### src/rtl/fpu_pipe_ctrl_if.sv
// ---------------------------------------------------------------------------
// FpuPipeCtrlIf : handshake bundle for fpu_pipe_ctrl
//
// Groups the upstream operation channel and the downstream result channel.
//   in_valid / in_ready            operation handshake
//   in_opd1, in_opd2, in_op        IEEE-754 single operands and opcode
//   in_tag                         opaque tag travelling with the operation
//   out_valid / out_ready          result handshake
//   out_res, out_flags, out_tag    result, {ovf, unf, nan, zero}, tag
//
// master : the environment (drives operations, consumes results)
// slave  : the pipeline controller
// ---------------------------------------------------------------------------
interface fpu_pipe_ctrl_if #(
  parameter int TAG_W = 4
);
  logic             in_valid;
  logic             in_ready;
  logic [31:0]      in_opd1;
  logic [31:0]      in_opd2;
  logic [1:0]       in_op;
  logic [TAG_W-1:0] in_tag;

  logic             out_valid;
  logic             out_ready;
  logic [31:0]      out_res;
  logic [3:0]       out_flags;
  logic [TAG_W-1:0] out_tag;

  modport master (
    output in_valid, in_opd1, in_opd2, in_op, in_tag, out_ready,
    input  in_ready, out_valid, out_res, out_flags, out_tag
  );

  modport slave (
    input  in_valid, in_opd1, in_opd2, in_op, in_tag, out_ready,
    output in_ready, out_valid, out_res, out_flags, out_tag
  );
endinterface

### src/rtl/fpu_pipe_ctrl.sv
// ---------------------------------------------------------------------------
// fpu_pipe_ctrl : two-stage issue/retire wrapper around a combinational fpu
//
// Stage 1 registers an accepted operation and drives the fpu inputs from
// those registers. Stage 2 captures the fpu result and flags and presents
// them downstream. Sticky exception flags and a retired-operation counter
// are kept alongside.
//
// Ports
//   clk, rst_n          clock, synchronous active-low reset
//   bus (slave)         operation in / result out handshakes
//   o_fpu_opd1/2, o_fpu_op   stage-1 operands and opcode to the fpu
//   i_fpu_res           fpu result
//   i_fpu_ovf/unf/nan/zero   fpu exception and zero flags
//   i_flag_clr          clear sticky flags
//   o_sticky_flags      {ovf, unf, nan} accumulated over retired results
//   o_retired_cnt       wrapping count of output handshakes
// ---------------------------------------------------------------------------
module fpu_pipe_ctrl #(
  parameter int TAG_W = 4,
  parameter int CNT_W = 16
) (
  input  logic             clk,
  input  logic             rst_n,
  fpu_pipe_ctrl_if.slave   bus,
  output logic [31:0]      o_fpu_opd1,
  output logic [31:0]      o_fpu_opd2,
  output logic [1:0]       o_fpu_op,
  input  logic [31:0]      i_fpu_res,
  input  logic             i_fpu_ovf,
  input  logic             i_fpu_unf,
  input  logic             i_fpu_nan,
  input  logic             i_fpu_zero,
  input  logic             i_flag_clr,
  output logic [2:0]       o_sticky_flags,
  output logic [CNT_W-1:0] o_retired_cnt
);

  logic             r_s1Valid;
  logic [31:0]      r_s1Opd1;
  logic [31:0]      r_s1Opd2;
  logic [1:0]       r_s1Op;
  logic [TAG_W-1:0] r_s1Tag;

  logic             r_outValid;
  logic [31:0]      r_outRes;
  logic [3:0]       r_outFlags;
  logic [TAG_W-1:0] r_outTag;

  logic [2:0]       r_sticky;
  logic [CNT_W-1:0] r_retiredCnt;

  logic w_s2Load;
  logic w_inReady;
  logic w_inFire;
  logic w_retire;

  // Stage 2 can take stage 1 whenever it is empty or draining this cycle;
  // stage 1 in turn frees up when it is empty or being moved forward. This
  // makes in_ready depend combinationally on out_ready, which is what lets
  // the pipe sustain one operation per cycle.
  assign w_s2Load  = r_s1Valid && (!r_outValid || bus.out_ready);
  assign w_inReady = !r_s1Valid || w_s2Load;
  assign w_inFire  = bus.in_valid && w_inReady;
  assign w_retire  = r_outValid && bus.out_ready;

  assign bus.in_ready  = w_inReady;
  assign bus.out_valid = r_outValid;
  assign bus.out_res   = r_outRes;
  assign bus.out_flags = r_outFlags;
  assign bus.out_tag   = r_outTag;

  assign o_fpu_opd1     = r_s1Opd1;
  assign o_fpu_opd2     = r_s1Opd2;
  assign o_fpu_op       = r_s1Op;
  assign o_sticky_flags = r_sticky;
  assign o_retired_cnt  = r_retiredCnt;

  // Stage 1: the new operation wins over the s2_load clear, so a
  // simultaneous accept and forward keeps the stage occupied.
  always_ff @(posedge clk) begin
    if (!rst_n) begin
      r_s1Valid <= 1'b0;
      r_s1Opd1  <= '0;
      r_s1Opd2  <= '0;
      r_s1Op    <= '0;
      r_s1Tag   <= '0;
    end else if (w_inFire) begin
      r_s1Valid <= 1'b1;
      r_s1Opd1  <= bus.in_opd1;
      r_s1Opd2  <= bus.in_opd2;
      r_s1Op    <= bus.in_op;
      r_s1Tag   <= bus.in_tag;
    end else if (w_s2Load) begin
      r_s1Valid <= 1'b0;
    end
  end

  // Stage 2: capture the fpu output for the operation in stage 1.
  always_ff @(posedge clk) begin
    if (!rst_n) begin
      r_outValid <= 1'b0;
      r_outRes   <= '0;
      r_outFlags <= '0;
      r_outTag   <= '0;
    end else if (w_s2Load) begin
      r_outValid <= 1'b1;
      r_outRes   <= i_fpu_res;
      r_outFlags <= {i_fpu_ovf, i_fpu_unf, i_fpu_nan, i_fpu_zero};
      r_outTag   <= r_s1Tag;
    end else if (bus.out_ready) begin
      r_outValid <= 1'b0;
    end
  end

  // Sticky flags: a clear coinciding with a retire keeps only the flags of
  // the result retiring in that cycle, so no exception is ever lost.
  always_ff @(posedge clk) begin
    if (!rst_n) begin
      r_sticky <= '0;
    end else if (i_flag_clr && w_retire) begin
      r_sticky <= r_outFlags[3:1];
    end else if (i_flag_clr) begin
      r_sticky <= '0;
    end else if (w_retire) begin
      r_sticky <= r_sticky | r_outFlags[3:1];
    end
  end

  always_ff @(posedge clk) begin
    if (!rst_n) begin
      r_retiredCnt <= '0;
    end else if (w_retire) begin
      r_retiredCnt <= r_retiredCnt + 1'b1;
    end
  end

endmodule

### src/flat_wrapper.sv
// flat-port wrapper written by rule: the top's interface ports become plain ports
module fpu_pipe_ctrl_flat 
#(
  parameter int TAG_W = 4,
  parameter int CNT_W = 16
)
  (clk, rst_n, o_fpu_opd1, o_fpu_opd2, o_fpu_op, i_fpu_res, i_fpu_ovf, i_fpu_unf, i_fpu_nan, i_fpu_zero, i_flag_clr, o_sticky_flags, o_retired_cnt, bus_in_valid, bus_in_opd1, bus_in_opd2, bus_in_op, bus_in_tag, bus_out_ready, bus_in_ready, bus_out_valid, bus_out_res, bus_out_flags, bus_out_tag);
  fpu_pipe_ctrl_if #(.TAG_W(TAG_W)) bus_i ();
  input  logic clk;
  input  logic rst_n;
  output logic [31:0] o_fpu_opd1;
  output logic [31:0] o_fpu_opd2;
  output logic [1:0] o_fpu_op;
  input  logic [31:0] i_fpu_res;
  input  logic i_fpu_ovf;
  input  logic i_fpu_unf;
  input  logic i_fpu_nan;
  input  logic i_fpu_zero;
  input  logic i_flag_clr;
  output logic [2:0] o_sticky_flags;
  output logic [CNT_W-1:0] o_retired_cnt;
  input wire logic [$bits(bus_i.in_valid)-1:0] bus_in_valid;
  input wire logic [$bits(bus_i.in_opd1)-1:0] bus_in_opd1;
  input wire logic [$bits(bus_i.in_opd2)-1:0] bus_in_opd2;
  input wire logic [$bits(bus_i.in_op)-1:0] bus_in_op;
  input wire logic [$bits(bus_i.in_tag)-1:0] bus_in_tag;
  input wire logic [$bits(bus_i.out_ready)-1:0] bus_out_ready;
  output wire logic [$bits(bus_i.in_ready)-1:0] bus_in_ready;
  output wire logic [$bits(bus_i.out_valid)-1:0] bus_out_valid;
  output wire logic [$bits(bus_i.out_res)-1:0] bus_out_res;
  output wire logic [$bits(bus_i.out_flags)-1:0] bus_out_flags;
  output wire logic [$bits(bus_i.out_tag)-1:0] bus_out_tag;
  assign bus_i.in_valid = bus_in_valid;
  assign bus_i.in_opd1 = bus_in_opd1;
  assign bus_i.in_opd2 = bus_in_opd2;
  assign bus_i.in_op = bus_in_op;
  assign bus_i.in_tag = bus_in_tag;
  assign bus_i.out_ready = bus_out_ready;
  assign bus_in_ready = bus_i.in_ready;
  assign bus_out_valid = bus_i.out_valid;
  assign bus_out_res = bus_i.out_res;
  assign bus_out_flags = bus_i.out_flags;
  assign bus_out_tag = bus_i.out_tag;
  fpu_pipe_ctrl #(.TAG_W(TAG_W), .CNT_W(CNT_W)) u_core (.clk(clk), .rst_n(rst_n), .bus(bus_i), .o_fpu_opd1(o_fpu_opd1), .o_fpu_opd2(o_fpu_opd2), .o_fpu_op(o_fpu_op), .i_fpu_res(i_fpu_res), .i_fpu_ovf(i_fpu_ovf), .i_fpu_unf(i_fpu_unf), .i_fpu_nan(i_fpu_nan), .i_fpu_zero(i_fpu_zero), .i_flag_clr(i_flag_clr), .o_sticky_flags(o_sticky_flags), .o_retired_cnt(o_retired_cnt));
endmodule
### config.mk
export PLATFORM = sky130hd
export DESIGN_NAME = fpu_pipe_ctrl_flat
export DESIGN_NICKNAME = d
export VERILOG_FILES = /design/src/rtl/fpu_pipe_ctrl_if.sv /design/src/rtl/fpu_pipe_ctrl.sv /design/src/flat_wrapper.sv
export SDC_FILE = /design/constraint.sdc
export NUM_CORES = 1
export LEC_CHECK = 0
export CORE_MARGIN = 2
export CORE_UTILIZATION = 41
export DETAILED_ROUTE_END_ITERATION = 10
export PLACE_DENSITY = 0.85
export SYNTH_ARGS = -nofsm -noshare
export SYNTH_HDL_FRONTEND = slang
export SYNTH_SLANG_ARGS = --single-unit
### constraint.sdc
create_clock -name clk -period 1.7 [get_ports clk]
set_input_delay 0.34 -clock clk [delete_from_list [all_inputs] [get_ports clk]]
set_output_delay 0.34 -clock clk [all_outputs]
set_load 0.02 [all_outputs]
==> impl.org, run 1 <==
** Timing
- The clock arrives with 0.00717 ns of skew.
- The worst pin sits at a relative slew slack of approximately 69%.
- The final-report hold violation count was 0.
- Setup violations remaining at the end of the flow were counted as 0.
- Measured slew at the worst slew-check pin :: 0.463 ns
- Timing would allow up to 618 MHz.
- Max Slew Vio Count :: 0
- Setup repair after global routing left no endpoint under its margin.
- Post-layout worst setup margin :: 0.0827 ns
- Of the available clock period, the critical path in the final layout requires between 90 and 100%.
- Final critical path time including I/O delays and setup :: 1.62 ns

** Pwr
- Of the total power, the clock network draws between 40% and 50%.
- For this design the total switching power over the nets is 0.00179 W.
- Peak supply drop :: 631 µV
- Internal Power :: 0.00587 W
- Sequential power share :: 42.9%
- Dividing total power by cell area gives a power density of 954 mW/mm².
- Static leakage :: 3.85 nW
- Switching share of power :: 23.4%
- Combinational logic burns 13.1% of the power.

** Drt
- The pre-antenna-repair detailed-routing pass consisted of 4 iterations.
- After detailed routing, the average wire length per cell comes to 14.5 µm.
- After detailed routing, the number of vias per cell comes to 4.80.
- Initial drt markers :: 276
- Number of design rule violations left after detail routing :: 0
- Final ANT Viol Nets :: 0
- Summed over all layers, the routed wires come to 14.1 mm.
- The detailed router placed 4674 vias in this run.

** Floorplan
- I/O pins :: roughly 240
- Die Y-Extent :: 114 µm
- Full die area :: about 0.013 mm²
- Die extent in x :: 114 µm
- The initialized floorplan defines 40 standard-cell rows.
- Initial cell density of the core :: 41.8%
- The floorplan step defined a core boundary enclosing roughly 0.012 mm².

** Logic synthesis
- Sequential element share of the synthesized area :: a little over half
- Synthesized Nets :: just under 700
- The cell area that synthesis handed to floorplanning was between 0.005 and 0.006 mm².
- Per-instance average area after synthesis :: 8.58 µm²
- For this run, the number of Yosys warnings is 0.
- The synthesized design contains 0 enable-type register cells.
- Fraction of registers with async set or reset after synthesis :: 0%
- In this run, synthesis produced a sequential element count of 131.
- Synthesis produced 583 cells.
- Fraction of post-synthesis cell area in the top cell type by area :: 52.4%
- The most used flip-flop cell after synthesis is sky130_fd_sc_hd__dfxtp_1.
- Distinct cells, synth :: 30
- Main area contributors after synthesis :: sky130_fd_sc_hd__dfxtp_1, sky130_fd_sc_hd__nand2_1, sky130_fd_sc_hd__a21boi_1
- Counting instances in the post-synthesis netlist gives the leading cell types as sky130_fd_sc_hd__nand2_1, sky130_fd_sc_hd__dfxtp_1, sky130_fd_sc_hd__a21boi_1.
- sky130_fd_sc_hd__dfxtp_1 takes more of the synthesized area than any other cell.
- Cell with the most instances after synthesis :: sky130_fd_sc_hd__nand2_1

** Global route
- Largest net degree at the start of global routing :: between 100 and 150
- First-pass GRT wire length :: 22.0 mm
- Grt ovf :: 0
- The via count of the first global-routing pass came to 4715.
- Global routing used 21.2% of the available tracks.
- The number of antenna violations at the first check in global routing was 0.

** Worst setup path
- The critical path is of the primary input to primary output type.
- At the worst endpoint, the required time is 1.36 ns.
- STA puts the critical path data arrival time at 1.28 ns.
- The worst setup path is captured at a primary output.
- The signal on the critical path passes through clkdlybuf4s50_1, nand3b_1, dlygate4sd2_1.
- Critical R2R Launch :: u_core.o_retired_cnt[0]$_SDFFE_PN0P_
- The worst register-to-register path ends at u_core.o_retired_cnt[8]$_SDFFE_PN0P_.
- Critical path launch point type :: primary input
- Highest cell delay on the worst timing path :: 0.48 ns
- Worst-path cell with the longest stage delay :: sky130_fd_sc_hd__clkdlybuf4s50_1
- For flop-to-flop paths, the worst setup slack is 0.14 ns.
- Start point of the critical path :: bus_out_ready
- Max FO, Critical Path :: 2
- Measured in cells, the most critical reg-to-reg path has a length of 5.

** Clock tree
- At the later pin of the worst-skew pair, clock insertion delay measures 0.41 ns.
- Once the clock tree was built, the setup fixing pass inserted 0 buffers.
- Clock-pin slew reported for the worst setup and hold paths after clock tree synthesis :: 0.05 ns
- Clock Root Buffer :: sky130_fd_sc_hd__clkbuf_16
- Buffers inserted during clock tree synthesis total 17.
- The H-tree generated during clock tree synthesis spans 4 levels.
- Cts hold-fix bufs :: 0
- The clock passes through at most 2 buffers.
- CTS Sinks :: 131
- CTS tree :: built

** Status
- The flow ran to the end, and the final reports show no timing, DRC or antenna violations.

** Place
- The congestion estimate from routability-driven global placement came to 0.825.
- During placement, the flow inserted port buffers numbering 237.
- Detailed-placement wirelength estimate :: 9.83 mm
- DP Worst Slack :: -0.193 ns

** Min path
- Hold Path Cell Cnt :: 2
- Hold path startpoint :: u_core.bus.out_tag[1]$_SDFFE_PN0P_
- The path class of the tightest hold or removal check is flip-flop to flip-flop.
- The path with the worst hold slack has its endpoint at u_core.bus.out_tag[1]$_SDFFE_PN0P_.

** Finish
- Once layout is complete, the utilization of the core stands at 67.2%.
- The area growth from synthesis to layout is 60.6%.
- Share of layout cells above drive strength 1 :: under 10%
- The number of antenna diodes in the final layout is 0.
- Final nets :: 926

** Run
- Max-cap violations in this run came to 0.
stage by stage:
| stage | TNS, ns | cells | area (µm²) | hold slack [ns] | power, W |
|---|---|---|---|---|---|
| 4_1_cts | 0 | 973 | 7990 | 0.452 | 0.00774 |
| 3_3_place_gp | -8.32 | 942 | 7570 | 0.436 | 0.00441 |
| 3_5_place_dp | -13.49 | 942 | 7570 | 0.445 | 0.00444 |
| 5_1_grt | 0 | 973 | 8030 | 0.465 | 0.00794 |
| 6_report | 0 | 973 | 8030 | 0.447 | 0.00767 |
| 2_1_floorplan | 0 | 583 | 5000 | 0.431 | 0.00381 |
per-layer routing:
layer  GRT usage (%)  part of all wire [%]  up-vias
li1                -                     -     2344
met1            23.5                    39     2150
met2            36.7                    51      146
met3            6.62                   6.6       34
met4            10.6                   3.1        0
met5               0                     0        -
kinds of logic after synthesis:
group | after synthesis | share of synthesized area [%]
AO/OA/AOI/OAI | 118 | 17.5
adder cells (fa/ha/maj) | 1 | 0.250
buffers and inverters | 41 | 3.65
multiplexers | 5 | 1.00
XOR/XNOR | 10 | 1.75
flip-flops | 131 | 52.4
AND/OR/NAND/NOR | 277 | 23.4
cells in the final DEF, fill, tap and decap left out, types with 6 or more instances in the layout:
master                              n
sky130_fd_sc_hd__clkbuf_16         17
sky130_fd_sc_hd__dlygate4sd2_1    108
sky130_fd_sc_hd__dlymetal6s2s_1    19
sky130_fd_sc_hd__buf_12             6
sky130_fd_sc_hd__dfxtp_1          130
sky130_fd_sc_hd__a21boi_0          48
sky130_fd_sc_hd__nand2_1          229
sky130_fd_sc_hd__a21boi_1          64
sky130_fd_sc_hd__buf_4              8
sky130_fd_sc_hd__xor2_1             7
sky130_fd_sc_hd__nor2b_1            7
sky130_fd_sc_hd__and2_1            11
sky130_fd_sc_hd__clkdlybuf4s50_1  109
worst max-delay path, delay by kind of cell:
family        cells  cell delay [ns]
simple gates      1             0.12
buf+inv           2             0.82
layout make-up:
| class | instances | area (µm²) |
|---|---|---|
| Timing Repair Buffer | 250 | 2450 |
| Sequential cell | 131 | 2620 |
| Tap cell | 147 | 184 |
| Clock inverter | 5 | 50.0 |
| Clock buffer | 26 | 499 |
| Multi-Input combinational cell | 411 | 2210 |
| Fill cell | 967 | 3930 |
| Inverter | 3 | 11.3 |
power by group through the flow:
stage | clock (W) | sequential (W) | combinational (W)
2_1_floorplan | 0 | 0.00351 | 0.000295
3_3_place_gp | 0 | 0.00335 | 0.00106
3_5_place_dp | 0 | 0.00335 | 0.00108
4_1_cts | 0.00344 | 0.00329 | 0.00101
5_1_grt | 0.00356 | 0.00330 | 0.00108
6_report | 0.00338 | 0.00328 | 0.00100
timing repair:
item / in CTS / in global routing
setup endpoints to repair: 108 / 19
endpoints found under the hold margin: 0 / 0
gates resized for setup: 109 / 19
worst max path at each step:
stage	end	slack [ns]
2_1_floorplan	u_core.o_retired_cnt[12]$_SDFFE_PN0P_	0.16
3_5_place_dp	u_core.bus.out_res[30]$_SDFFE_PN0P_	-0.19
4_1_cts	o_fpu_opd2[26]	0.0009
6_report	bus_in_ready	0.08
5_1_grt	u_core.o_retired_cnt[12]$_SDFFE_PN0P_	0.001
3_3_place_gp	bus_in_ready	-0.19
registers in the layout, indices dropped and copies added (netlist names):
signal,flops
u_core.o_retired_cnt,16
u_core.bus.out_tag,4
u_core.o_fpu_opd1,32
u_core.o_fpu_op,2
u_core.bus.out_valid,1
u_core.r_s1Valid,1
u_core.o_fpu_opd2,32
u_core.o_sticky_flags,3
u_core.bus.out_res,32
u_core.r_s1Tag,4
u_core.bus.out_flags,4
No activity file was read; power rests on OpenSTA's default activity.
==> run 2: changes to the inputs <==
--- a/config.mk
+++ b/config.mk
@@ -7,6 +7,7 @@
 export LEC_CHECK = 0
 export CORE_MARGIN = 2
 export CORE_UTILIZATION = 41
+export CTS_CLUSTER_DIAMETER = 60
 export DETAILED_ROUTE_END_ITERATION = 10
 export PLACE_DENSITY = 0.85
 export SYNTH_ARGS = -nofsm -noshare
==> results of run 2 <==
No change in the layout: final DEF, timing and power equal those of run 1.
==> variant, RTL diff (config.mk and constraints of run 1) <==
`TAG_W` is set to 4 in 3 places; all go to 3.
--- a/src/rtl/fpu_pipe_ctrl_if.sv
+++ b/src/rtl/fpu_pipe_ctrl_if.sv
@@ -14,3 +14,3 @@
 interface fpu_pipe_ctrl_if #(
-  parameter int TAG_W = 4
+  parameter int TAG_W = 3
 );
--- a/src/rtl/fpu_pipe_ctrl.sv
+++ b/src/rtl/fpu_pipe_ctrl.sv
@@ -19,3 +19,3 @@
 module fpu_pipe_ctrl #(
-  parameter int TAG_W = 4,
+  parameter int TAG_W = 3,
   parameter int CNT_W = 16
--- a/src/flat_wrapper.sv
+++ b/src/flat_wrapper.sv
@@ -3,3 +3,3 @@
 #(
-  parameter int TAG_W = 4,
+  parameter int TAG_W = 3,
   parameter int CNT_W = 16
Interface: changed (resized bus_in_tag and bus_out_tag); port bits go from 238 to 236. No check against the original RTL was run, so the function may have changed too.
==> variant against run 1 <==
- worst setup slack worse by 0.019 ns
- power rose by 6.5%
- area after synthesis fell by 0.45%
- cell area up 0.11%
- synthesized cell count fell by 1.5%
- wire length rose by 0.31%
- maximum frequency shrank 1.2%
- sequential share of layout area fell by 0.52 points
- critical path depth did not move
- sequential cell count shrank 2
- clock skew grew 0.0013 ns
- first-iteration DRC count decreased by 8.3%
- critical endpoint unchanged
==> variant: results (changes against run 1) <==
* Maximum VDD drop at 0.000811 V (+29%)
* Final GP Congestion at 0.813 (-1.5%)
* Most instantiated cells after synthesis: nand2_1 (226), dfxtp_1 (129), a21boi_0 (60)
* Nets at 915 (-1.2%)
* Vias in the first global route at 4685 (-0.64%)
* Slew @ Worst Pin at 0.446 ns (-0.0177 ns)
* Worst-path clk slew at 0.05 ns (about the same)
* Vias per inst at 4.90 (+2.0%)
* Placed cells at 932 (-1.1%)
* H-tree levels at 4 (unchanged)
* Post-DP Area at 7510 sq um (-0.78%)
* Routed length per placed instance at 14.6 um (+1.2%)
* Largest net degree at the start of global routing at 134 (-1.5%)
* Hold Crit Class: flip-flop to flip-flop
* Mapped Cells at 574 (-1.5%)
* Post-synth ARST share at 0% (unchanged)
* Pleak at 3.74 nW (-2.8%)
* Drt pass-1 iters at 6 (+2)
* N_diodes at 0 (unchanged)
* Initial antenna violation count at 0 (unchanged)
* Later-pin clock latency in the skew report at 0.42 ns
* First DRT Iteration DRCs at 253 (-8.3%)
* Synth area leaders: dfxtp_1 (52%), nand2_1 (17%), a21boi_0 (9.0%)
* First-pass GRT wire length at 22300 um (+1.2%)
* Total GRT Usage at 21.6% (+0.43 points)
* Outcome: completed
* PostCTS Resize Cnt at 115 (+5.5%)
* Post-synthesis sequential area ratio at 51.9% (-0.57 points)
* Clk buf depth at 2 (unchanged)
* Worst Skew at 0.00848 ns (+0.00130 ns)
* Synth cell types at 33 (+10%)
* Syn. warnings at 0 (unchanged)
* DP HPWL at 9900 um (+0.68%)
* Post-Syn Nets at 685 (-1.4%)
* Share of layout cells above drive strength 1 at 6.85% (+1.0 points)
* # fillers at 945 (-2.3%)
* Period utilization at 96.3% (+1.1 points)
* Worst EP arrival at 1.30 ns (+0.02 ns)
* Root Buffer: clkbuf_16
* Ys flop type: dfxtp_1
* Fin cells at 964 (-0.92%)
* Worst-path fanout max at 2 (unchanged)
* # Post-CTS Setup Buffers at 0 (unchanged)
* # port buffers at 235 (-0.84%)
-- variant: area by class of cell --
cell class,instances,area [sq um],area share (%)
clock buffer,19,433,5.38
clock inverter,13,211,2.63
inverter,3,11.3,0.140
multi-input combinational,405,2200,27.4
sequential,129,2580,32.1
tap,147,184,2.29
timing repair buffer,248,2420,30.0
-- variant: logic make-up after synthesis --
family                     share of synthesized area [%]
xor gates and xnor gates                            1.76
and+or+nand+nor                                     23.7
DFF                                                 51.9
adders and majority gates                          0.251
AOI/OAI and AO/OA                                   17.3
muxes                                               1.01
buffers and inverters                               4.15
-- variant: through the flow --
stage	power (mW)	setup slack, ns
global placement	4.35	-0.194
CTS	8.23	0.000362
finish	8.16	0.0636
global route	8.44	0.0313
floorplan	3.76	0.185
detailed placement	4.38	-0.192
-- variant: critical path, stage by stage --
cell and delay [ns]:
clkdlybuf4s50_1 0.48, nand3b_1 0.13, dlygate4sd2_1 0.34
-- variant: power by group --
part	leakage [nW]	internal (mW)	total (mW)	switching, mW
combinational	2.38	0.502	0.989	0.488
sequential	1.06	3.17	3.24	0.0715
clock	0.299	2.60	3.94	1.34
total	3.74	6.27	8.16	1.90
-- variant: final timing paths --
check                                        startpoint                       end  slack [ns]  depth (start not counted)
worst min register to register   u_core.bus.out_res[16]    u_core.bus.out_res[16]        0.45                          2
worst max register to register  u_core.o_retired_cnt[0]  u_core.o_retired_cnt[12]        0.20                          5
worst min-delay path             u_core.bus.out_res[16]    u_core.bus.out_res[16]        0.45                          2
worst max-delay path                      bus_out_ready              bus_in_ready        0.06                          3
-- variant: routing by layer --
| metal | routed length, um | share of wire [%] | global-route usage, % | up-vias |
|---|---|---|---|---|
| met1 | 5470 | 39 | 23.1 | 2177 |
| met3 | 1230 | 8.7 | 8.73 | 40 |
| met2 | 6950 | 49 | 37.3 | 185 |
| met5 | 0 | 0 | 0 | - |
| met4 | 459 | 3.3 | 10.5 | 0 |
| li1 | - | - | - | 2320 |
